===== config.mk =====
export PLATFORM = sky130hd
export DESIGN_NAME = display_scan_decoder
export DESIGN_NICKNAME = d
export VERILOG_FILES = /design/src/rtl/display_scan_decoder.sv
export SDC_FILE = /design/constraint.sdc
export NUM_CORES = 1
export LEC_CHECK = 0
export ABC_AREA = 1
export CORE_ASPECT_RATIO = 0.5
export CORE_MARGIN = 2
export CORE_UTILIZATION = 58
export DETAILED_ROUTE_END_ITERATION = 8
export PLACE_DENSITY = 0.92
export SLEW_MARGIN = 20
export SYNTH_ARGS = -nofsm -noshare
export SYNTH_HDL_FRONTEND = slang
export SYNTH_SLANG_ARGS = --single-unit

===== constraint.sdc =====
create_clock -name Clk -period 2.45 [get_ports Clk]
set_input_delay 0.245 -clock Clk [delete_from_list [all_inputs] [get_ports Clk]]
set_output_delay 0.245 -clock Clk [all_outputs]
set_load 0.05 [all_outputs]

===== src/rtl/display_scan_decoder.sv =====
// display_scan_decoder: recovers BCD time frames from a scanned
// 7-segment display, with stability filtering and scan-loss timeout.
module display_scan_decoder #(
  parameter int unsigned STABLE_CYCLES  = 2,
  parameter int unsigned TIMEOUT_CYCLES = 1024
) (
  input  logic        Clk,
  input  logic        Reset,
  input  logic [6:0]  display_out,
  input  logic [3:0]  segment_digit,
  output logic [15:0] digits,
  output logic [3:0]  blank_mask,
  output logic [3:0]  err_mask,
  output logic        frame_valid,
  output logic        frame_changed,
  output logic        scan_lost
);

  localparam logic [3:0]  STABLE_W = 4'(STABLE_CYCLES);
  localparam logic [15:0] TO_W     = 16'(TIMEOUT_CYCLES);

  logic [3:0]       sel_q, sel_d;
  logic [6:0]       pat_q, pat_d;
  logic [3:0]       cnt_q, cnt_d;
  logic             acc_q, acc_d;
  logic [3:0][3:0]  stage_val_q, stage_val_d;
  logic [3:0]       stage_blank_q, stage_blank_d;
  logic [3:0]       stage_err_q, stage_err_d;
  logic [3:0]       seen_q, seen_d;
  logic [15:0]      digits_q, digits_d;
  logic [3:0]       blank_q, blank_d;
  logic [3:0]       err_q, err_d;
  logic             fv_q, fv_d;
  logic             fc_q, fc_d;
  logic [15:0]      to_q, to_d;
  logic             lost_q, lost_d;
  logic             first_q, first_d;

  logic             onehot;
  logic             same;
  logic             done;
  logic [3:0]       dec_val;
  logic             dec_blank;
  logic             dec_err;

  // Run tracking looks at the sample being registered against the
  // current registered copy, so an accept lands on the S-th sample edge.
  always_comb begin
    sel_d  = segment_digit;
    pat_d  = display_out;
    onehot = (segment_digit != 4'd0) &&
             ((segment_digit & (segment_digit - 4'd1)) == 4'd0);
    same   = (segment_digit == sel_q) && (display_out == pat_q);
    cnt_d  = 4'd0;
    acc_d  = 1'b0;
    if (onehot) begin
      if (!same) begin
        cnt_d = 4'd1;
      end else if (cnt_q != 4'd15) begin
        cnt_d = cnt_q + 4'd1;
      end else begin
        cnt_d = cnt_q;
      end
      acc_d = same ? (cnt_q == STABLE_W - 4'd1)
                   : (STABLE_W == 4'd1);
    end
  end

  always_comb begin
    dec_val   = 4'hE;
    dec_blank = 1'b0;
    dec_err   = 1'b0;
    case (pat_q)
      7'b1111110: dec_val = 4'd0;
      7'b0110000: dec_val = 4'd1;
      7'b1101101: dec_val = 4'd2;
      7'b1111001: dec_val = 4'd3;
      7'b0110011: dec_val = 4'd4;
      7'b1011011: dec_val = 4'd5;
      7'b1011111: dec_val = 4'd6;
      7'b1110000: dec_val = 4'd7;
      7'b1111111: dec_val = 4'd8;
      7'b1111011: dec_val = 4'd9;
      7'b0000000: begin
        dec_val   = 4'hF;
        dec_blank = 1'b1;
      end
      default:    dec_err = 1'b1;
    endcase
  end

  always_comb begin
    stage_val_d   = stage_val_q;
    stage_blank_d = stage_blank_q;
    stage_err_d   = stage_err_q;
    seen_d        = seen_q;
    digits_d      = digits_q;
    blank_d       = blank_q;
    err_d         = err_q;
    first_d       = first_q;
    for (int i = 0; i < 4; i++) begin
      if (acc_q && sel_q[i]) begin
        stage_val_d[i]   = dec_val;
        stage_blank_d[i] = dec_blank;
        stage_err_d[i]   = dec_err;
        seen_d[i]        = 1'b1;
      end
    end
    done = &seen_d;
    fv_d = done;
    if (done) begin
      digits_d = stage_val_d;
      blank_d  = stage_blank_d;
      err_d    = stage_err_d;
      seen_d   = 4'd0;
      first_d  = 1'b0;
    end
    fc_d = done && (first_q ||
           ({digits_d, blank_d, err_d} != {digits_q, blank_q, err_q}));
    // A completing frame beats a coincident timeout.
    if (done) begin
      to_d   = 16'd0;
      lost_d = 1'b0;
    end else begin
      to_d   = (to_q == 16'hFFFF) ? to_q : to_q + 16'd1;
      lost_d = lost_q || (to_d == TO_W);
    end
  end

  always_ff @(posedge Clk) begin
    if (!Reset) begin
      sel_q         <= 4'd0;
      pat_q         <= 7'd0;
      cnt_q         <= 4'd0;
      acc_q         <= 1'b0;
      stage_val_q   <= '0;
      stage_blank_q <= 4'd0;
      stage_err_q   <= 4'd0;
      seen_q        <= 4'd0;
      digits_q      <= 16'hFFFF;
      blank_q       <= 4'hF;
      err_q         <= 4'h0;
      fv_q          <= 1'b0;
      fc_q          <= 1'b0;
      to_q          <= 16'd0;
      lost_q        <= 1'b0;
      first_q       <= 1'b1;
    end else begin
      sel_q         <= sel_d;
      pat_q         <= pat_d;
      cnt_q         <= cnt_d;
      acc_q         <= acc_d;
      stage_val_q   <= stage_val_d;
      stage_blank_q <= stage_blank_d;
      stage_err_q   <= stage_err_d;
      seen_q        <= seen_d;
      digits_q      <= digits_d;
      blank_q       <= blank_d;
      err_q         <= err_d;
      fv_q          <= fv_d;
      fc_q          <= fc_d;
      to_q          <= to_d;
      lost_q        <= lost_d;
      first_q       <= first_d;
    end
  end

  assign digits        = digits_q;
  assign blank_mask    = blank_q;
  assign err_mask      = err_q;
  assign frame_valid   = fv_q;
  assign frame_changed = fc_q;
  assign scan_lost     = lost_q;

endmodule


======== Word level (Yosys, flattened, before mapping) ========
Index checks and enable logic that the tools add are counted.
storage, ports and cells
  logic and storage cells ................. 85
  register bits after elaboration ......... 88
operators by class
  add/subtract/negate cells ............... 3
  equality and inequality tests ........... 18
  reduce and logical (&&, ||, !) cells .... 17
  mux-type cells .......................... 25
  bitwise gates (word level) .............. 2
operators by type and width
  operator                                          count
  == test 7 bit, second input constant              8
  case mux 4 bit (11 select lines)                  1
  two-way mux 16 bit                                2
  two-way mux 4 bit                                 6
  inequality test 24 bit                            1
  adder 16 x 1 -> 16 bit, second input constant     1
  == test 16 x 11 -> 1 bit, second input constant   1
  == test 16 bit, second input constant             1
  two-way mux 1 bit                                 16
  == test 7 x 6 -> 1 bit, second input constant     2
  OR reduction 11 bit                               1
  == test 7 bit                                     1
  logical AND 1 bit                                 7
  logical NOT 7 bit                                 1
  adder 4 x 1 -> 4 bit, second input constant       1
  AND 4 bit                                         1
  == test 4 x 1 -> 1 bit, second input constant     1
  == test 4 bit                                     1
  logical NOT 4 bit                                 1
  inequality test 4 bit, second input constant      1
  AND reduction 4 bit                               1
  nonzero test 4 bit                                1
  subtractor 4 x 1 -> 4 bit, second input constant  1
  AND reduction 3 bit                               1
  other kinds (5)                                   6

======== Longest topological paths before layout ========
Gate-level depths: netlist of run 1.
  depth after elaboration ................. 8
  gate-level depth with buffers ........... 17

======== Worst setup path before layout of run 1 ========
No wires, ideal clock.
  path type ............................... reg-to-reg
  start point ............................. register to_q[0]
  end point ............................... register lost_q (netlist: scan_lost)
  cell stages (with the launch flop) ...... 12
  path buffers ............................ 0
  period minus slack after synthesis ...... 1.801 ns
  setup slack ............................. 0.649 ns
  data arrival time ....................... 1.731 ns
  data required time ...................... 2.380 ns
  cells stage by stage .................... dfxtp_1 -> ha_1 -> nand3_1 -> nor2_1 -> nand3_1 -> clkinv_1 -> or2_2 -> inv_1 -> nand4_1 -> nor2_1 -> nand4_1 -> a21oi_1
between the ends
  longest elaborated chain between the ends .. 4
ends and longest elaborated chain
  item                                                             RTL line  text
  start: declaration                                               35        logic [15:0] to_q, to_d;
  start signal: assignment                                         162       to_q <= to_d;
  adder 16 x 1 -> 16 bit / == test 16 bit (equally long branches)  125       to_d = (to_q == 16'hFFFF) ? to_q : to_q + 16'd1;
  two-way mux 16 bit *                                             125
  == test 16 x 11 -> 1 bit *                                       126       lost_d = lost_q || (to_d == TO_W);
  logical OR 1 bit *                                               126
  end signal: assignment                                           163       lost_q <= lost_d;
  end: declaration                                                 36        logic lost_q, lost_d;
Every way passes the cells marked *; elsewhere a longest branch is shown, timed or not.
A chain may end at the register's enable or synchronous reset.

======== Final worst setup path of run 1 ========
  start point ............................. register acc_q
  end point ............................... register seen_q[2]
between the ends
  longest elaborated chain between the ends .. 4
ends and longest elaborated chain
  item                          RTL line  text
  start: declaration            25        logic acc_q, acc_d;
  start signal: assignment      135       acc_q <= 1'b0;
  start signal: assignment      152       acc_q <= acc_d;
  logical AND 1 bit             102       if (acc_q && sel_q[i]) begin
  two-way mux 1 bit             102
  AND reduction 4 bit           109       done = &seen_d;
  OR reduction 2 bit (no line)  n/a
  end signal: assignment        156       seen_q <= seen_d;
  end: declaration              29        logic [3:0] seen_q, seen_d;
Parallel ways exist; a longest one is shown, timed or not.

==> run_results.csv, run 1 <==
group,metric,value,unit
worst_setup_path,cp_num_buf_inv,3,
final_layout,area_growth,18.40,%
worst_setup_path,crit_path_frequent_cell,"nand2_1",
cts,cts_num_sinks,88,
final_layout,fin_cells,774,
run_status,outcome,"finished clean",
cts,h-tree-depth,3,
grt,grt_pass1_wl,18.24,mm
drt,dr.pass1.iters,7,
synth,synth_top_area_cell,"dfxtp_1",
placement,globalplace.congestion,0.9017,
worst_setup_path,worstPathRequired,2660,ps
min_path,hold_path_class,"flop to flop",
floorplanning,pin_count,40,
final_layout,insertedDiodeCount,0,
worst_setup_path,crit_fanout,19,
grt,grt_max_degree,34,
synth,synthCells,633,
drt,via_per_inst,5.475,
floorplanning,die_w,127.7,um
min_path,min_path_cells,2,
final_layout,fill_cells,548,
synth,synth.ff_latch_count,88,
sta,fmax,431.5,MHz
floorplanning,die_h,65.83,um
sta,setup_viol,0,
cts,cts_max_path_buffers,2,
final_layout,fin_area,5250,um2
floorplanning,core_area,7377,um2
power_and_ir_drop,p_sw,0.6898,mW
synth,ys_top_cells_by_area,"dfxtp_1 40%, nand2_1 12%, nor2_1 7.5%, inv_1 6.9%, nand3_1 5.8%",
worst_setup_path,rr_worst_depth,8,
placement,placed_area,4901,um2
power_and_ir_drop,power_density,605.3,nW/um2
final_layout,final_core_util,0.7117,
drt,wl,10.97,mm
worst_setup_path,cp-end-kind,"flop",
floorplanning,die_area,8403,um2
cts,clock_latency,350,ps
synth,synth_common_cells,"136 x nand2_1, 89 x nor2_1, 88 x dfxtp_1",
sta,final-hold-violation-count,0,
cts,clk_pin_slew,60,ps
drt,via_count,4238,
synth,ys_warn_count,0,
placement,dp_cells,757,
worst_setup_path,r2r-start,"acc_q",
synth,syn-cell-area,4434,um2
grt,antenna_found_initial,0,
synth,async_flop_share,0,
drt,drt.antenna.violating_nets,0,
final_layout,multi_input_area,2241,um2
power_and_ir_drop,leakage,2.580,nW
worst_setup_path,critical_path_class,"flop to flop",
cts,hold_buffers,0,
worst_setup_path,path_delay_family,"buffers and inverters",
power_and_ir_drop,pwr-share-seq,0.461,
job,cap_violations,0,
sta,drv_slew,0,
drt,drc,0,
power_and_ir_drop,peakVddDrop,0.4032,mV
final_layout,fin_nets,689,
drt,routedWlPerCell,14.17,um
synth,ys_types,42,
worst_setup_path,crit_slowest_cell,"dfxtp_1",
power_and_ir_drop,internal-power,2.488,mW
worst_setup_path,slowest_delay,470,ps
placement,dpl.hpwl,7.205,mm
synth,synth.top_cell.area_share,0.3973,
worst_setup_path,reg2reg_slack,130,ps
drt,drtIter0Drc,377,
worst_setup_path,path_cells,"nand2_1, nand2_1, nand4_4, inv_2, buf_4, nor2_4, inv_1, a21oi_1",
grt,grt_usage,0.2761,
cts,cts_buffers,9,
synth,synth_edf_count,0,
placement,io_buffers,39,
sta,fin_crit_sh,0.9458,
floorplanning,start_util,0.6011,
synth,synth_nets,649,
grt,grt-ovfl-total,0,
final_layout,drive_gt1_frac,0.1032,
synth,yosysMostFrequentCell,"nand2_1",
power_and_ir_drop,power,3.178,mW
sta,period_minus_slack,2317,ps
sta,slew_headroom,0.5607,
cts,cts_tree,"done",
min_path,min_to,"scan_lost",
min_path,min-delay-start,"scan_lost",
power_and_ir_drop,clock_power_share,0.492,
cts,clock-root-buffer,"clkbuf_16",
synth,synthFlopType,"dfxtp_1",
worst_setup_path,start_kind,"flop",
grt,grt_pass1_vias,4086,
sta,tightest_slew,652.9,ps
floorplanning,rows,22,
final_layout,final-seq-area,1762,um2
synth,avgSynthCellArea,7.005,um2
worst_setup_path,rr_endpoint,"seen_q[2]",
synth,synth-seq-area-share,0.3973,
sta,finClkSkew,4.920,ps
power_and_ir_drop,swShare,0.2171,
worst_setup_path,crit_arrival,2520,ps
power_and_ir_drop,combPwrFrac,0.047,
[cells by family after synthesis]
family / after synthesis / share of synthesized area
buf+inv: 108 / 0.09791
fa+ha+maj: 3 / 0.008466
xor+xnor: 22 / 0.04345
compound gates: 60 / 0.08409
simple gates: 351 / 0.3665
flops: 88 / 0.3973
mux: 1 / 0.002257
[area by class of cell]
class	instances	area share
Multi-Input combinational cell	437	0.4268
Timing Repair Buffer	47	0.08580
Inverter	90	0.06506
Clock buffer	9	0.04290
Sequential cell	88	0.3356
Tap cell	96	0.02288
Clock inverter	7	0.02097
[metrics by stage]
step / hold slack (ps) / setup slack (ps) / setup TNS [ps]
2_1_floorplan: 338.5 / 648.8 / 0
3_3_place_gp: 440.4 / 324.2 / 0
3_5_place_dp: 444.8 / 260.3 / 0
4_1_cts: 454.3 / 201.7 / 0
5_1_grt: 463.8 / -8.981 / -8.981
6_report: 450.5 / 132.7 / 0
[metal layers]
metal	vias to the layer above	global-route usage	wire, um	part of all wire
met5	-	0	0	0
met1	1943	0.3387	4941	0.45
met2	153	0.4612	5076	0.46
met4	0	0.1003	229	0.021
met3	28	0.08981	719	0.066
li1	2114	-	-	-
[worst min-delay path, stage by stage (launching register included)]
cell and delay, ps:
dfxtp_1 310, inv_1 40, a21oi_1 50
[how the worst max path moves through the flow]
stage            start            end  slack [ps]  cells after the start
2_1_floorplan  to_q[0]      scan_lost         650                     11
3_3_place_gp     acc_q        to_q[1]         320                      8
3_5_place_dp     acc_q        to_q[0]         260                      8
4_1_cts          acc_q      seen_q[2]         200                      8
5_1_grt          acc_q  frame_changed          -9                     15
6_report         acc_q      seen_q[2]         130                      8
[power by group through the flow]
stage | registers [mW] | logic (mW) | clock network, mW
2_1_floorplan | 1.49 | 0.0931 | 0
3_3_place_gp | 1.49 | 0.140 | 0
3_5_place_dp | 1.49 | 0.143 | 0
4_1_cts | 1.46 | 0.147 | 1.56
5_1_grt | 1.47 | 0.164 | 1.65
6_report | 1.46 | 0.149 | 1.56
[state kept, by name, summed over array words and instances (netlist names), 7 cells and up]
signal       count
stage_val_q     16
pat_q            7
digits          16
to_q            16
[placed cells by master (no fill, tap or decap), types with 7 or more instances in the layout]
master           count
a21oi_1             11
buf_4                8
clkbuf_16            9
clkdlybuf4s50_1     39
dfxtp_1             88
inv_1               80
inv_2                8
nand2_1            135
nand2_2             11
nand3_1             51
nand3b_1             8
nand4_1             24
nor2_1              89
o211ai_1            11
o21ai_0             17
o21ai_1              7
or2_2               13
xnor2_1              8
xor2_1              14
[timing repair]
item | CTS | global route
buffers inserted | 0 | 1
endpoints found under the setup margin | 0 | 2
gates resized for setup | 0 | 2
Power figures use the tool's default switching activity.
==> run 2: changes to the inputs <==
==> constraint.sdc (replaced) <==
create_clock -name Clk -period 2.45 [get_ports Clk]
set_input_delay 0.49 -clock Clk [delete_from_list [all_inputs] [get_ports Clk]]
set_output_delay 0.49 -clock Clk [all_outputs]
set_load 0.05 [all_outputs]
==> run 2 against run 1 <==
Combinational power about the same; sequential power barely moved; count of clock-buffer cells in the layout increased by 4.
==> run_results.csv, run 2 (synthesis results as in run 1) <==
group,metric,value,unit
final_layout,final-seq-area,1762,um2
grt,grt_usage,0.2765,
final_layout,multi_input_area,2238,um2
floorplanning,start_util,0.6011,
worst_setup_path,path_delay_family,"simple AND/OR/NAND/NOR gates",
worst_setup_path,crit_slowest_cell,"clkdlybuf4s50_1",
sta,finClkSkew,5.225,ps
sta,slew_headroom,0.5552,
power_and_ir_drop,internal-power,2.343,mW
grt,grt_max_degree,34,
drt,drc,0,
cts,cts_buffers,9,
power_and_ir_drop,power_density,575.8,nW/um2
worst_setup_path,cp_num_buf_inv,1,
grt,grt_pass1_vias,4102,
drt,drt.antenna.violating_nets,0,
final_layout,area_growth,17.30,%
cts,postCtsResizedCells,0,
worst_setup_path,cp-end-kind,"flop",
floorplanning,rows,22,
job,cap_violations,0,
worst_setup_path,crit_arrival,2450,ps
placement,globalplace.congestion,0.9043,
grt,grt_pass1_wl,18.15,mm
final_layout,insertedDiodeCount,0,
sta,fin_tns_setup,0,ps
worst_setup_path,path_cells,"clkdlybuf4s50_1, xnor2_1, o2111ai_1, nor4_1, nand3_1, nor4_1",
drt,via_per_inst,5.559,
drt,drtIter0Drc,370,
worst_setup_path,critical_path_class,"input port to flop",
worst_setup_path,r2r-start,"to_q[1]",
final_layout,fill_cells,560,
cts,cts_num_sinks,88,
drt,via_count,4297,
drt,wl,10.91,mm
final_layout,final_cell_mix,"136 x nand2_1, 89 x nor2_1, 88 x dfxtp_1",
placement,place_ws,107.6,ps
sta,period_minus_slack,2227,ps
power_and_ir_drop,pwr-share-seq,0.489,
floorplanning,die_area,8403,um2
final_layout,fin_area,5201,um2
cts,hold_buffers,0,
grt,antenna_found_initial,0,
final_layout,fin_nets,688,
placement,io_buffers,39,
cts,cts_tree,"done",
sta,drv_slew,0,
worst_setup_path,slowest_delay,590,ps
min_path,hold_path_class,"flop to flop",
floorplanning,die_h,65.83,um
power_and_ir_drop,swShare,0.2177,
floorplanning,pin_count,40,
sta,final-hold-violation-count,0,
cts,h-tree-depth,3,
cts,cts_max_path_buffers,2,
placement,placed_area,4901,um2
power_and_ir_drop,p_sw,0.6521,mW
grt,grt-ovfl-total,0,
min_path,min-delay-start,"scan_lost",
cts,postCtsSetupRepairBufs,0,
worst_setup_path,crit_path_frequent_cell,"nor4_1",
power_and_ir_drop,combPwrFrac,0.049,
sta,tightest_slew,661.1,ps
floorplanning,core_area,7377,um2
worst_setup_path,crit_fanout,5,
cts,clock-root-buffer,"clkbuf_16",
worst_setup_path,worstPathRequired,2670,ps
cts,clock_latency,340,ps
final_layout,final_common_cell,"nand2_1",
sta,hold_ws,454.4,ps
floorplanning,die_w,127.7,um
power_and_ir_drop,peakVddDrop,0.3588,mV
sta,fmax,449.0,MHz
power_and_ir_drop,leakage,2.564,nW
run_status,outcome,"finished clean",
sta,grt_setup_unrepaired,"no",
placement,dpl.hpwl,7.491,mm
power_and_ir_drop,clock_power_share,0.462,
drt,routedWlPerCell,14.11,um
worst_setup_path,start_kind,"input port",
drt,dr.pass1.iters,5,
sta,fin_ws,222.9,ps
worst_setup_path,cp-startpoint,"segment_digit[1]",
sta,fin_crit_sh,0.9090,
sta,setup_viol,0,
final_layout,drive_gt1_frac,0.09601,
cts,clk_pin_slew,60,ps
## run 2: final timing paths
| path | endpoint | slack [ps] | depth (start not counted) |
|---|---|---|---|
| worst max-delay path | acc_q | 220 | 6 |
| worst min-delay path | scan_lost | 450 | 2 |
| worst max register to register | scan_lost | 290 | 9 |
| worst min register to register | scan_lost | 450 | 2 |
## run 2: routing by layer
layer	vias up	track usage	wire length, um
li1	2109	-	-
met1	1974	0.3171	4781
met2	169	0.4672	5018
met3	45	0.09790	757
met4	0	0.1360	352
met5	-	0	0
## run 2: area by class of cell
type | instances | share of cell area
Multi-Input combinational cell | 437 | 0.4304
Sequential cell | 88 | 0.3387
Timing Repair Buffer | 46 | 0.08516
Inverter | 90 | 0.06495
Clock buffer | 13 | 0.05004
Tap cell | 96 | 0.02309
Clock inverter | 3 | 0.007698
## run 2: stage by stage
| step | util | std cells | power (mW) |
|---|---|---|---|
| 2_1_floorplan | - | 633 | 1.584 |
| 3_3_place_gp | 0.6643 | 757 | 1.633 |
| 3_5_place_dp | 0.6643 | 757 | 1.637 |
| 4_1_cts | 0.7051 | 773 | 3.006 |
| 5_1_grt | 0.7051 | 773 | 3.089 |
| 6_report | 0.7051 | 773 | 2.995 |
## run 2: power by group through the flow
stage,logic [mW],registers (mW),clock network [mW]
3_3_place_gp,0.138,1.50,0
6_report,0.146,1.46,1.38
3_5_place_dp,0.142,1.50,0
5_1_grt,0.163,1.47,1.46
4_1_cts,0.145,1.46,1.40
2_1_floorplan,0.0931,1.49,0
## run 2: worst min-delay path, stage by stage, from the launching register on
cell	delay, ps
dfxtp_1	310
inv_1	50
a21oi_1	50
==> run 3: changes to the inputs <==
- ABC_CLOCK_PERIOD_IN_PS: not set -> 2450
==> results of run 3 <==
The final DEF is identical to that of run 2; final timing and power are the same.
